<file path="src/rtl/mbist_march_ctrl.sv">
// ---------------------------------------------------------------------------
// mbist_march_ctrl
//
// Memory BIST controller running March C- over a single-port SRAM:
//   M0 up(w0), M1 up(r0,w1), M2 up(r1,w0), M3 down(r0,w1), M4 down(r1,w0),
//   M5 up(r0)
// One SRAM operation per cycle, 10N operations per run. Read data is compared
// RD_LAT cycles after the read command using a pipeline of expected values.
//
// Ports
//   clk, rst_n      clock, asynchronous active-low reset
//   start_bist      start request (level, honoured only when idle)
//   abort           terminate a run in progress (RUN or DRAIN)
//   bg_sel          data background: 0 solid, 1 checkerboard (latched at start)
//   bist_busy       run in progress, including drain
//   bist_done       sticky completion flag, cleared by the next start
//   bist_pass       no mismatch in the last completed run
//   fail_cnt        saturating mismatch counter
//   fail_addr/elem  address and march element of the first mismatch
//   csb0, web0      SRAM chip select / write enable, active-low, registered
//   addr0, din0     SRAM address / write data, registered
//   dout0           SRAM read data
// ---------------------------------------------------------------------------
module mbist_march_ctrl #(
    parameter int unsigned ADDR_WIDTH = 9,
    parameter int unsigned DATA_WIDTH = 32,
    parameter int unsigned RD_LAT     = 1,
    parameter int unsigned FCNT_WIDTH = 16
) (
    input  logic                  clk,
    input  logic                  rst_n,
    input  logic                  start_bist,
    input  logic                  abort,
    input  logic                  bg_sel,
    output logic                  bist_busy,
    output logic                  bist_done,
    output logic                  bist_pass,
    output logic [FCNT_WIDTH-1:0] fail_cnt,
    output logic [ADDR_WIDTH-1:0] fail_addr,
    output logic [2:0]            fail_elem,
    output logic                  csb0,
    output logic                  web0,
    output logic [ADDR_WIDTH-1:0] addr0,
    output logic [DATA_WIDTH-1:0] din0,
    input  logic [DATA_WIDTH-1:0] dout0
);

    localparam int unsigned PipeLen = RD_LAT + 1;
    localparam logic [ADDR_WIDTH:0]   AddrTop   = {1'b0, {ADDR_WIDTH{1'b1}}};
    localparam logic [ADDR_WIDTH:0]   AddrOne   = {{ADDR_WIDTH{1'b0}}, 1'b1};
    localparam logic [FCNT_WIDTH-1:0] FcntOne   = {{(FCNT_WIDTH-1){1'b0}}, 1'b1};
    localparam logic [2:0]            DrainLast = 3'(RD_LAT - 1);
    localparam logic [DATA_WIDTH-1:0] CkbBase   = {(DATA_WIDTH/2){2'b01}};

    typedef enum logic [1:0] {StIdle, StRun, StDrain, StDone} state_e;

    state_e state_q, state_d;

    // Sequencer: address counter carries one extra bit so that both the
    // up-count past N-1 and the down-count past 0 show up as bit ADDR_WIDTH.
    logic [2:0]            elem_q, elem_d;
    logic [ADDR_WIDTH:0]   addr_q, addr_d;
    logic                  phase_q, phase_d;
    logic                  bg_q, bg_d;
    logic [2:0]            drain_cnt_q, drain_cnt_d;

    // SRAM port registers
    logic                  csb_q, csb_d;
    logic                  web_q, web_d;
    logic [ADDR_WIDTH-1:0] addr0_q, addr0_d;
    logic [DATA_WIDTH-1:0] din0_q, din0_d;

    // Result registers
    logic                  done_q, done_d;
    logic                  pass_q, pass_d;
    logic [FCNT_WIDTH-1:0] fcnt_q, fcnt_d;
    logic [ADDR_WIDTH-1:0] faddr_q, faddr_d;
    logic [2:0]            felem_q, felem_d;

    // Expected-data pipeline; stage 0 is aligned with the port registers.
    logic [RD_LAT:0]       pv_q, pv_d;
    logic [DATA_WIDTH-1:0] pexp_q  [PipeLen];
    logic [DATA_WIDTH-1:0] pexp_d  [PipeLen];
    logic [ADDR_WIDTH-1:0] paddr_q [PipeLen];
    logic [ADDR_WIDTH-1:0] paddr_d [PipeLen];
    logic [2:0]            pelem_q [PipeLen];
    logic [2:0]            pelem_d [PipeLen];

    // Control decode
    logic start_take, abort_take, issue_op, finish;

    // Element decode
    logic el_down, el_rd, el_rval, el_wr, el_wval;

    // Current operation
    logic                  op_rd, addr_last_op, elem_end, run_end;
    logic [ADDR_WIDTH:0]   addr_nxt, next_start;
    logic [DATA_WIDTH-1:0] d0, pat;
    logic                  mismatch;

    // -----------------------------------------------------------------------
    // FSM: state register
    // -----------------------------------------------------------------------
    always_ff @(posedge clk or negedge rst_n) begin
        if (!rst_n) begin
            state_q <= StIdle;
        end else begin
            state_q <= state_d;
        end
    end

    // FSM: next state
    always_comb begin
        state_d = state_q;
        unique case (state_q)
            StIdle:  if (start_bist) state_d = StRun;
            StRun: begin
                if (abort)        state_d = StIdle;
                else if (run_end) state_d = StDrain;
            end
            StDrain: begin
                if (abort)                           state_d = StIdle;
                else if (drain_cnt_q == DrainLast)   state_d = StDone;
            end
            StDone:  state_d = StIdle;
            default: state_d = StIdle;
        endcase
    end

    // FSM: outputs
    always_comb begin
        bist_busy  = (state_q != StIdle);
        start_take = (state_q == StIdle) && start_bist;
        abort_take = ((state_q == StRun) || (state_q == StDrain)) && abort;
        issue_op   = (state_q == StRun) && !abort;
        finish     = (state_q == StDone);
    end

    // -----------------------------------------------------------------------
    // March element decode
    // -----------------------------------------------------------------------
    always_comb begin
        el_down = 1'b0;
        el_rd   = 1'b0;
        el_rval = 1'b0;
        el_wr   = 1'b0;
        el_wval = 1'b0;
        unique case (elem_q)
            3'd0: begin el_wr = 1'b1; end
            3'd1: begin el_rd = 1'b1; el_wr = 1'b1; el_wval = 1'b1; end
            3'd2: begin el_rd = 1'b1; el_rval = 1'b1; el_wr = 1'b1; end
            3'd3: begin el_down = 1'b1; el_rd = 1'b1; el_wr = 1'b1; el_wval = 1'b1; end
            3'd4: begin el_down = 1'b1; el_rd = 1'b1; el_rval = 1'b1; el_wr = 1'b1; end
            default: begin el_rd = 1'b1; end
        endcase
    end

    // -----------------------------------------------------------------------
    // Current operation and sequencing
    // -----------------------------------------------------------------------
    always_comb begin
        op_rd        = el_rd && !phase_q;
        // Last op on this address unless a write still follows the read.
        addr_last_op = !(op_rd && el_wr);
        addr_nxt     = el_down ? (addr_q - AddrOne) : (addr_q + AddrOne);
        elem_end     = addr_last_op && addr_nxt[ADDR_WIDTH];
        run_end      = elem_end && (elem_q == 3'd5);
        // Elements 3 and 4 run downwards.
        next_start   = ((elem_q == 3'd2) || (elem_q == 3'd3)) ? AddrTop : '0;

        d0  = bg_q ? (CkbBase ^ {DATA_WIDTH{addr_q[0]}}) : '0;
        pat = (op_rd ? el_rval : el_wval) ? ~d0 : d0;

        // Exact 4-state compare so X/Z read data is flagged.
        mismatch = pv_q[RD_LAT] && (dout0 !== pexp_q[RD_LAT]);
    end

    // -----------------------------------------------------------------------
    // Datapath next state
    // -----------------------------------------------------------------------
    always_comb begin
        elem_d      = elem_q;
        addr_d      = addr_q;
        phase_d     = phase_q;
        bg_d        = bg_q;
        drain_cnt_d = drain_cnt_q;
        csb_d       = 1'b1;
        web_d       = 1'b1;
        addr0_d     = addr0_q;
        din0_d      = din0_q;
        done_d      = done_q;
        pass_d      = pass_q;
        fcnt_d      = fcnt_q;
        faddr_d     = faddr_q;
        felem_d     = felem_q;

        pv_d       = {pv_q[RD_LAT-1:0], 1'b0};
        pexp_d[0]  = pexp_q[0];
        paddr_d[0] = paddr_q[0];
        pelem_d[0] = pelem_q[0];
        for (int i = 1; i < PipeLen; i++) begin
            pexp_d[i]  = pexp_q[i-1];
            paddr_d[i] = paddr_q[i-1];
            pelem_d[i] = pelem_q[i-1];
        end

        if (mismatch && !abort_take) begin
            pass_d = 1'b0;
            if (!(&fcnt_q)) fcnt_d = fcnt_q + FcntOne;
            // Counter never wraps, so zero means no earlier mismatch this run.
            if (fcnt_q == '0) begin
                faddr_d = paddr_q[RD_LAT];
                felem_d = pelem_q[RD_LAT];
            end
        end

        if (issue_op) begin
            csb_d      = 1'b0;
            web_d      = op_rd;
            addr0_d    = addr_q[ADDR_WIDTH-1:0];
            if (!op_rd) din0_d = pat;
            pv_d[0]    = op_rd;
            pexp_d[0]  = pat;
            paddr_d[0] = addr_q[ADDR_WIDTH-1:0];
            pelem_d[0] = elem_q;

            if (addr_last_op) begin
                phase_d = 1'b0;
                if (elem_end) begin
                    elem_d = elem_q + 3'd1;
                    addr_d = next_start;
                end else begin
                    addr_d = addr_nxt;
                end
            end else begin
                phase_d = 1'b1;
            end
        end

        if (state_q == StRun)        drain_cnt_d = '0;
        else if (state_q == StDrain) drain_cnt_d = drain_cnt_q + 3'd1;

        if (finish) done_d = 1'b1;

        if (abort_take) begin
            pv_d   = '0;
            pass_d = 1'b0;
        end

        if (start_take) begin
            elem_d  = '0;
            addr_d  = '0;
            phase_d = 1'b0;
            bg_d    = bg_sel;
            done_d  = 1'b0;
            pass_d  = 1'b1;
            fcnt_d  = '0;
            faddr_d = '0;
            felem_d = '0;
            pv_d    = '0;
        end
    end

    always_ff @(posedge clk or negedge rst_n) begin
        if (!rst_n) begin
            elem_q      <= '0;
            addr_q      <= '0;
            phase_q     <= 1'b0;
            bg_q        <= 1'b0;
            drain_cnt_q <= '0;
            csb_q       <= 1'b1;
            web_q       <= 1'b1;
            addr0_q     <= '0;
            din0_q      <= '0;
            done_q      <= 1'b0;
            pass_q      <= 1'b0;
            fcnt_q      <= '0;
            faddr_q     <= '0;
            felem_q     <= '0;
            pv_q        <= '0;
            for (int i = 0; i < PipeLen; i++) begin
                pexp_q[i]  <= '0;
                paddr_q[i] <= '0;
                pelem_q[i] <= '0;
            end
        end else begin
            elem_q      <= elem_d;
            addr_q      <= addr_d;
            phase_q     <= phase_d;
            bg_q        <= bg_d;
            drain_cnt_q <= drain_cnt_d;
            csb_q       <= csb_d;
            web_q       <= web_d;
            addr0_q     <= addr0_d;
            din0_q      <= din0_d;
            done_q      <= done_d;
            pass_q      <= pass_d;
            fcnt_q      <= fcnt_d;
            faddr_q     <= faddr_d;
            felem_q     <= felem_d;
            pv_q        <= pv_d;
            for (int i = 0; i < PipeLen; i++) begin
                pexp_q[i]  <= pexp_d[i];
                paddr_q[i] <= paddr_d[i];
                pelem_q[i] <= pelem_d[i];
            end
        end
    end

    assign csb0      = csb_q;
    assign web0      = web_q;
    assign addr0     = addr0_q;
    assign din0      = din0_q;
    assign bist_done = done_q;
    assign bist_pass = pass_q;
    assign fail_cnt  = fcnt_q;
    assign fail_addr = faddr_q;
    assign fail_elem = felem_q;

endmodule

</file>
<file path="config.mk">
export PLATFORM = sky130hd
export DESIGN_NAME = mbist_march_ctrl
export DESIGN_NICKNAME = d
export VERILOG_FILES = /design/src/rtl/mbist_march_ctrl.sv
export SDC_FILE = /design/constraint.sdc
export NUM_CORES = 1
export LEC_CHECK = 0
export ABC_AREA = 1
export CORE_ASPECT_RATIO = 0.7
export CORE_UTILIZATION = 46
export DETAILED_ROUTE_END_ITERATION = 8
export HOLD_SLACK_MARGIN = 0.08
export PLACE_DENSITY_LB_ADDON = 0.1
export SYNTH_ARGS = -nofsm -noshare
export SYNTH_HDL_FRONTEND = slang
export SYNTH_SLANG_ARGS = --single-unit
</file>
<file path="constraint.sdc">
create_clock -name clk -period 2.6 [get_ports clk]
set_clock_uncertainty 0.2 [all_clocks]
set_input_delay 0.26 -clock clk [delete_from_list [all_inputs] [get_ports clk]]
set_output_delay 0.26 -clock clk [all_outputs]
set_load 0.02 [all_outputs]
</file>
Word level (Yosys, flattened, before mapping)

Cells that the tools add are included.
Widths: inputs -> output; s select.

Bits of input ports: 37
Logic and storage cells: 129
Output and inout port bits: 74
Register bits after elaboration: 174

Equality and inequality tests: 14
Reduce and logical (&&, ||, !) cells: 38
Bitwise logic cells: 3
Mux-type cells: 48
$add $sub $neg: 5

Operators with widths:

| operator              | count |
|---|---|
| $mux 32               | 2 |
| $mux 10               | 5 |
| $mux 16               | 3 |
| $mux 9                | 4 |
| $nex 32x32->1         | 1 |
| $not 32->32           | 1 |
| $mux 3                | 9 |
| $mux 1                | 17 |
| $add 16x1->16 const B | 1 |
| $logic_not 16->1      | 1 |
| $not 16->16           | 1 |
| $reduce_and 16->1     | 1 |
| $mux 2                | 7 |
| $reduce_bool 2->1     | 7 |
| $add 10x1->10 const B | 1 |
| $sub 10x1->10 const B | 1 |
| $logic_and 1x1->1     | 9 |
| $pmux 2 s4            | 1 |
| $reduce_and 2->1      | 4 |
| $add 3x1->3 const B   | 2 |
| $eq 3x2->1 const B    | 2 |
| $eq 3x3->1 const B    | 2 |
| $logic_not 3->1       | 2 |
| $ne 2x2->1 const B    | 3 |
| other kinds (12)      | 21 |

Logic depth before layout (Yosys ltp)

Depth after elaboration: 10
Depth in mapped cells: 18
Mapped depth without buffers: 18

Worst setup path before layout

OpenSTA, ideal clock, no wires.

Path kind: register to register
Start point: register elem_q[0]
End point: register addr_q[2]
Setup time: 117 ps
Stages on the path, launching flop included: 15
Period minus slack after synthesis: 2,508 ps
Path buffers: 0
Required time: 2,283 ps
Slack: 92 ps
Data arrival time: 2,191 ps
Path through: dfrtp_1 > inv_1 > ha_1 > nand2_1 > nand2_1 > ha_1 > nand2_1 > nor2_1 > nand3_1 > nand4_1 > nand2_1 > nand2_1 > o21ai_0 > nand2_1 > nand2_1

Word-level cells in the longest chain between the ends: 10

Ends and longest elaborated chain:

| item                                                              | RTL line | text |
|---|---|---|
| from (decl)                                                       | 61       | `logic [2:0] elem_q, elem_d;` |
| from (signal assigned)                                            | 287      | `elem_q <= elem_d;` |
| $eq 3x2->1 (tied with other cells)                                | 148, 169 |  |
| $reduce_or 5->1 (no source line) / $mux 1 (equally long branches) | --       |  |
| $mux 1 / $logic_and 1x1->1 (equally long branches)                | 148, 162 |  |
| $logic_and 1x1->1                                                 | 164      | `addr_last_op = !(op_rd && el_wr);` |
| $logic_not 1->1                                                   | 164      |  |
| $logic_and 1x1->1                                                 | 166      | `elem_end = addr_last_op && addr_nxt[ADDR_WIDTH];` |
| $mux 10                                                           | 229      | `if (elem_end) begin` |
| $mux 10                                                           | 227      | `if (addr_last_op) begin` |
| $mux 10                                                           | 217      | `if (issue_op) begin` |
| $mux 10                                                           | 250      | `if (start_take) begin` |
| to (signal assigned)                                              | 288      | `addr_q <= addr_d;` |
| to (decl)                                                         | 62       | `logic [ADDR_WIDTH:0] addr_q, addr_d;` |

Several ways; a longest one is shown, not always the timed one. The select of a mux whose other input is x is not followed.
A chain may end at the register's enable or synchronous reset.

Worst setup path in the final report

Start point: register elem_q[1]
End point: register addr_q[7]

Same word-level chain as after synthesis.

==> flow_summary.toml <==
[run_status]
run_status = "finished, violations left"
failed_checks = "DRC"

[synth]
synth-main-ff-cell = "sky130_fd_sc_hd__dfrtp_1"
synth_area_per_cell_um2 = 7.88
netlist.top_cell.by_area = "sky130_fd_sc_hd__dfrtp_1"
synth.ff_latch_count = 84
synthCells = 621
ys_top_cells_by_area = "sky130_fd_sc_hd__dfrtp_1 (42%), sky130_fd_sc_hd__nand2_1 (14%), sky130_fd_sc_hd__buf_4 (6.0%), sky130_fd_sc_hd__ha_1 (5.6%), sky130_fd_sc_hd__nand3_1 (4.4%)"
yosysWarningCount = 0
synth.distinct_cells = 38
synth_seq_area_share = 0.430
synth.top_cell.area_share = 0.419
netlist_area_um2 = 4890
number_of_synthesized_flops_with_an_enable_pin = 0
syn_nets = 681
asyncSetResetFlopFracSynth = 1.00

[grt]
largest_net_degree_at_the_start_of_global_routing = 45
grt_pass1_vias = 3929
groute.usage.overall = 0.220
grt_first_pass_wirelength_mm = 19.2
grt.overflow.total = 0
grt_antenna_before_repair = 0

[routing]
antenna_violating_nets_post_route = 0
detail_route.wl_per_cell_um = 14.1
vias_per_cell = 5.02
drt_iter0_markers = 246
wirelength_mm = 12.1
drcViolationCount = 11
route.vias.total = 4282
drt_pre_antenna_iters = 9

[timing]
fin_crit_ns = 2.51
rsz0062_at_grt = "true"
final_min_period_over_clock_period = 0.964
finalHoldViolations = 0
timing.fmax_mhz = 399
slew_headroom = 0.519
final-max-slew-violation-count = 0
post-route-worst-setup-slack_ns = 0.0942
fin_worst_hold_slack_ns = 0.174
worst_pin_slew_ns = 0.721
timing.final.setup_violations = 0

[clock_network]
path_clk_slew_ns = 0.06
clock_path_buffers = 2
clock_sink_count = 84
tritoncts.num_buffers = 9
clk_latency_ns = 0.34
cts-htree-levels = 3
cts_tree = "done"
cts-root-buf = "sky130_fd_sc_hd__clkbuf_16"

[power_and_ir_drop]
total_leakage_power_nw = 3.06
pwr_density_cell_nw_per_um2 = 834
irDropWorstVdd_uv = 431

[floorplanning]
die_h_um = 88.3
num_rows = 31
core_area_um2 = 10400
fp.dieW_um = 125
boundaryPins = 111
initial_utilization = 0.473
floorplan.die_area_um2 = 11100

[finish]
area_growth_pct = 32.6
finalCoreUtilization = 0.627
antenna_cells_inserted = 0
drive_above_1_share = 0.126
design.final.nets = 777

[placement]
place_hpwl_mm = 8.66
io_buffer_count = 110
gp_congestion = 0.862
dp_worst_setup_slack_ns = -0.193

[flow_run]
max-cap-violations = 0

[setup_path]
worst-endpoint-arrival_ns = 2.54
critical_path_required_ns = 2.63
worstPathMaxFanout = 4
critPathLaunchType = "flop"
worst_setup_path_end_kind = "flop"
worst-setup-path-type = "flop to flop"

[worst_hold_path]
hold_crit_path_type = "flop to flop"
[per-layer routing]
layer | track usage | part of all wire | up-vias | routed length [um]
li1 | - | - | 2153 | -
met1 | 0.319 | 0.51 | 1988 | 6130
met2 | 0.332 | 0.42 | 129 | 5070
met3 | 0.0490 | 0.063 | 12 | 758
met4 | 0.0632 | 0.0085 | 0 | 102
met5 | 0 | 0 | - | 0
[synthesized netlist by cell type, types with 2 or more instances]
cell type / count
sky130_fd_sc_hd__and2_1: 2
sky130_fd_sc_hd__nor3_1: 13
sky130_fd_sc_hd__nor2_1: 55
sky130_fd_sc_hd__inv_2: 9
sky130_fd_sc_hd__buf_6: 2
sky130_fd_sc_hd__dfrtp_1: 82
sky130_fd_sc_hd__inv_1: 49
sky130_fd_sc_hd__buf_2: 3
sky130_fd_sc_hd__ha_1: 22
sky130_fd_sc_hd__clkbuf_1: 12
sky130_fd_sc_hd__nand2_1: 177
sky130_fd_sc_hd__o21ai_2: 6
sky130_fd_sc_hd__o21ai_1: 18
sky130_fd_sc_hd__o21ai_0: 10
sky130_fd_sc_hd__nand4_1: 24
sky130_fd_sc_hd__buf_4: 39
sky130_fd_sc_hd__nand3_1: 43
sky130_fd_sc_hd__a21oi_1: 17
sky130_fd_sc_hd__dfstp_2: 2
sky130_fd_sc_hd__xnor2_1: 5
sky130_fd_sc_hd__xor2_1: 14
[where the power goes]
part / switching (mW) / internal [mW] / leakage [nW]
clock network: 0.516 / 0.843 / 0.150
logic: 1.35 / 0.935 / 1.77
registers: 0.247 / 1.53 / 1.15
total: 2.11 / 3.30 / 3.06
[layout make-up]
cell class | count | area (um^2)
timing repair buffer | 139 | 1330
fill | 914 | 3860
clock inverter | 5 | 85.1
multi-input combinational | 423 | 2350
sequential | 84 | 2100
clock buffer | 10 | 229
timing repair inverter | 1 | 7.51
inverter | 59 | 221
tap | 132 | 165
[cell families after synthesis]
group                    Yosys count  synth area share
AND/OR/NAND/NOR                  323             0.288
adder cells (fa/ha/maj)           23            0.0603
AO/OA/AOI/OAI                     57            0.0660
flip-flops                        84             0.430
buffers and inverters            115             0.122
XOR/XNOR                          19            0.0340
[what timing repair did]
action / 4_1_cts / 5_1_grt
setup buffers: 0 / 2
gates resized for setup: 5 / 23
endpoints found under the hold margin: 39 / 0
cloned: 0 / 2
pin swaps: 0 / 3
setup endpoints to repair: 14 / 14
hold buffers: 1 / 0
[flip-flops by register name, indices dropped and copies added (netlist names), 2 cells and up]
signal and cells:
addr_q 10, din0 2, drain_cnt_q 3, elem_q 3, fail_addr 9, fail_cnt 16
fail_elem 3, paddr_d 9, paddr_q 9, pelem_d 3, pelem_q 3, pexp_d 2
pexp_q 2, pv_q 2, state_q 2
[placed cells by master (no fill, tap or decap), drive strengths merged, types with 2 or more instances in the layout]
cell type	count
dfrtp	82
nand4	25
nor3	14
clkdlybuf4s50	109
clkinvlp	2
xor2	14
a31o	2
clkbuf	10
and2	2
bufinv	2
buf	29
xnor2	5
nand3	44
inv	60
dfstp	2
a21oi	17
o21ai	34
ha	22
nor2	57
nand2	180
[through the flow]
stage | std cells | setup TNS [ns] | cell area (um^2) | total power, mW
2_1_floorplan | 621 | 0 | 4890 | 3.34
3_3_place_gp | 833 | -0.233 | 5990 | 4.01
3_5_place_dp | 833 | -1.61 | 5990 | 4.05
4_1_cts | 849 | 0 | 6350 | 5.43
5_1_grt | 853 | -0.210 | 6490 | 5.73
6_report | 853 | 0 | 6490 | 5.42
[critical path: stages (launching register included)]
cell                         delay, ns
sky130_fd_sc_hd__dfrtp_1          0.40
sky130_fd_sc_hd__inv_2            0.08
sky130_fd_sc_hd__ha_4             0.17
sky130_fd_sc_hd__nand2_4          0.11
sky130_fd_sc_hd__nand2_4          0.10
sky130_fd_sc_hd__ha_4             0.29
sky130_fd_sc_hd__nand2_1          0.08
sky130_fd_sc_hd__nor2_2           0.15
sky130_fd_sc_hd__nand3_1          0.11
sky130_fd_sc_hd__nand3_1          0.09
sky130_fd_sc_hd__nand2_1          0.06
sky130_fd_sc_hd__nand2_2          0.09
sky130_fd_sc_hd__nand2_1          0.07
sky130_fd_sc_hd__nand3_2          0.12
sky130_fd_sc_hd__clkinvlp_4       0.16
sky130_fd_sc_hd__nand2_1          0.09
sky130_fd_sc_hd__nand2_1          0.05
[final timing paths]
path	startpoint	to	slack [ns]	depth (start not counted)
max	elem_q[1]	addr_q[7]	0.09	16
min	pexp_d[30]	pexp_q[30]	0.17	0
max reg2reg	elem_q[1]	addr_q[7]	0.09	16
min reg2reg	pexp_d[30]	pexp_q[30]	0.17	0
max in group asynchronous	rst_n	csb0	1.25	3
min in group asynchronous	rst_n	fail_cnt[2]	0.26	2
Power figures use the tool's default switching activity.
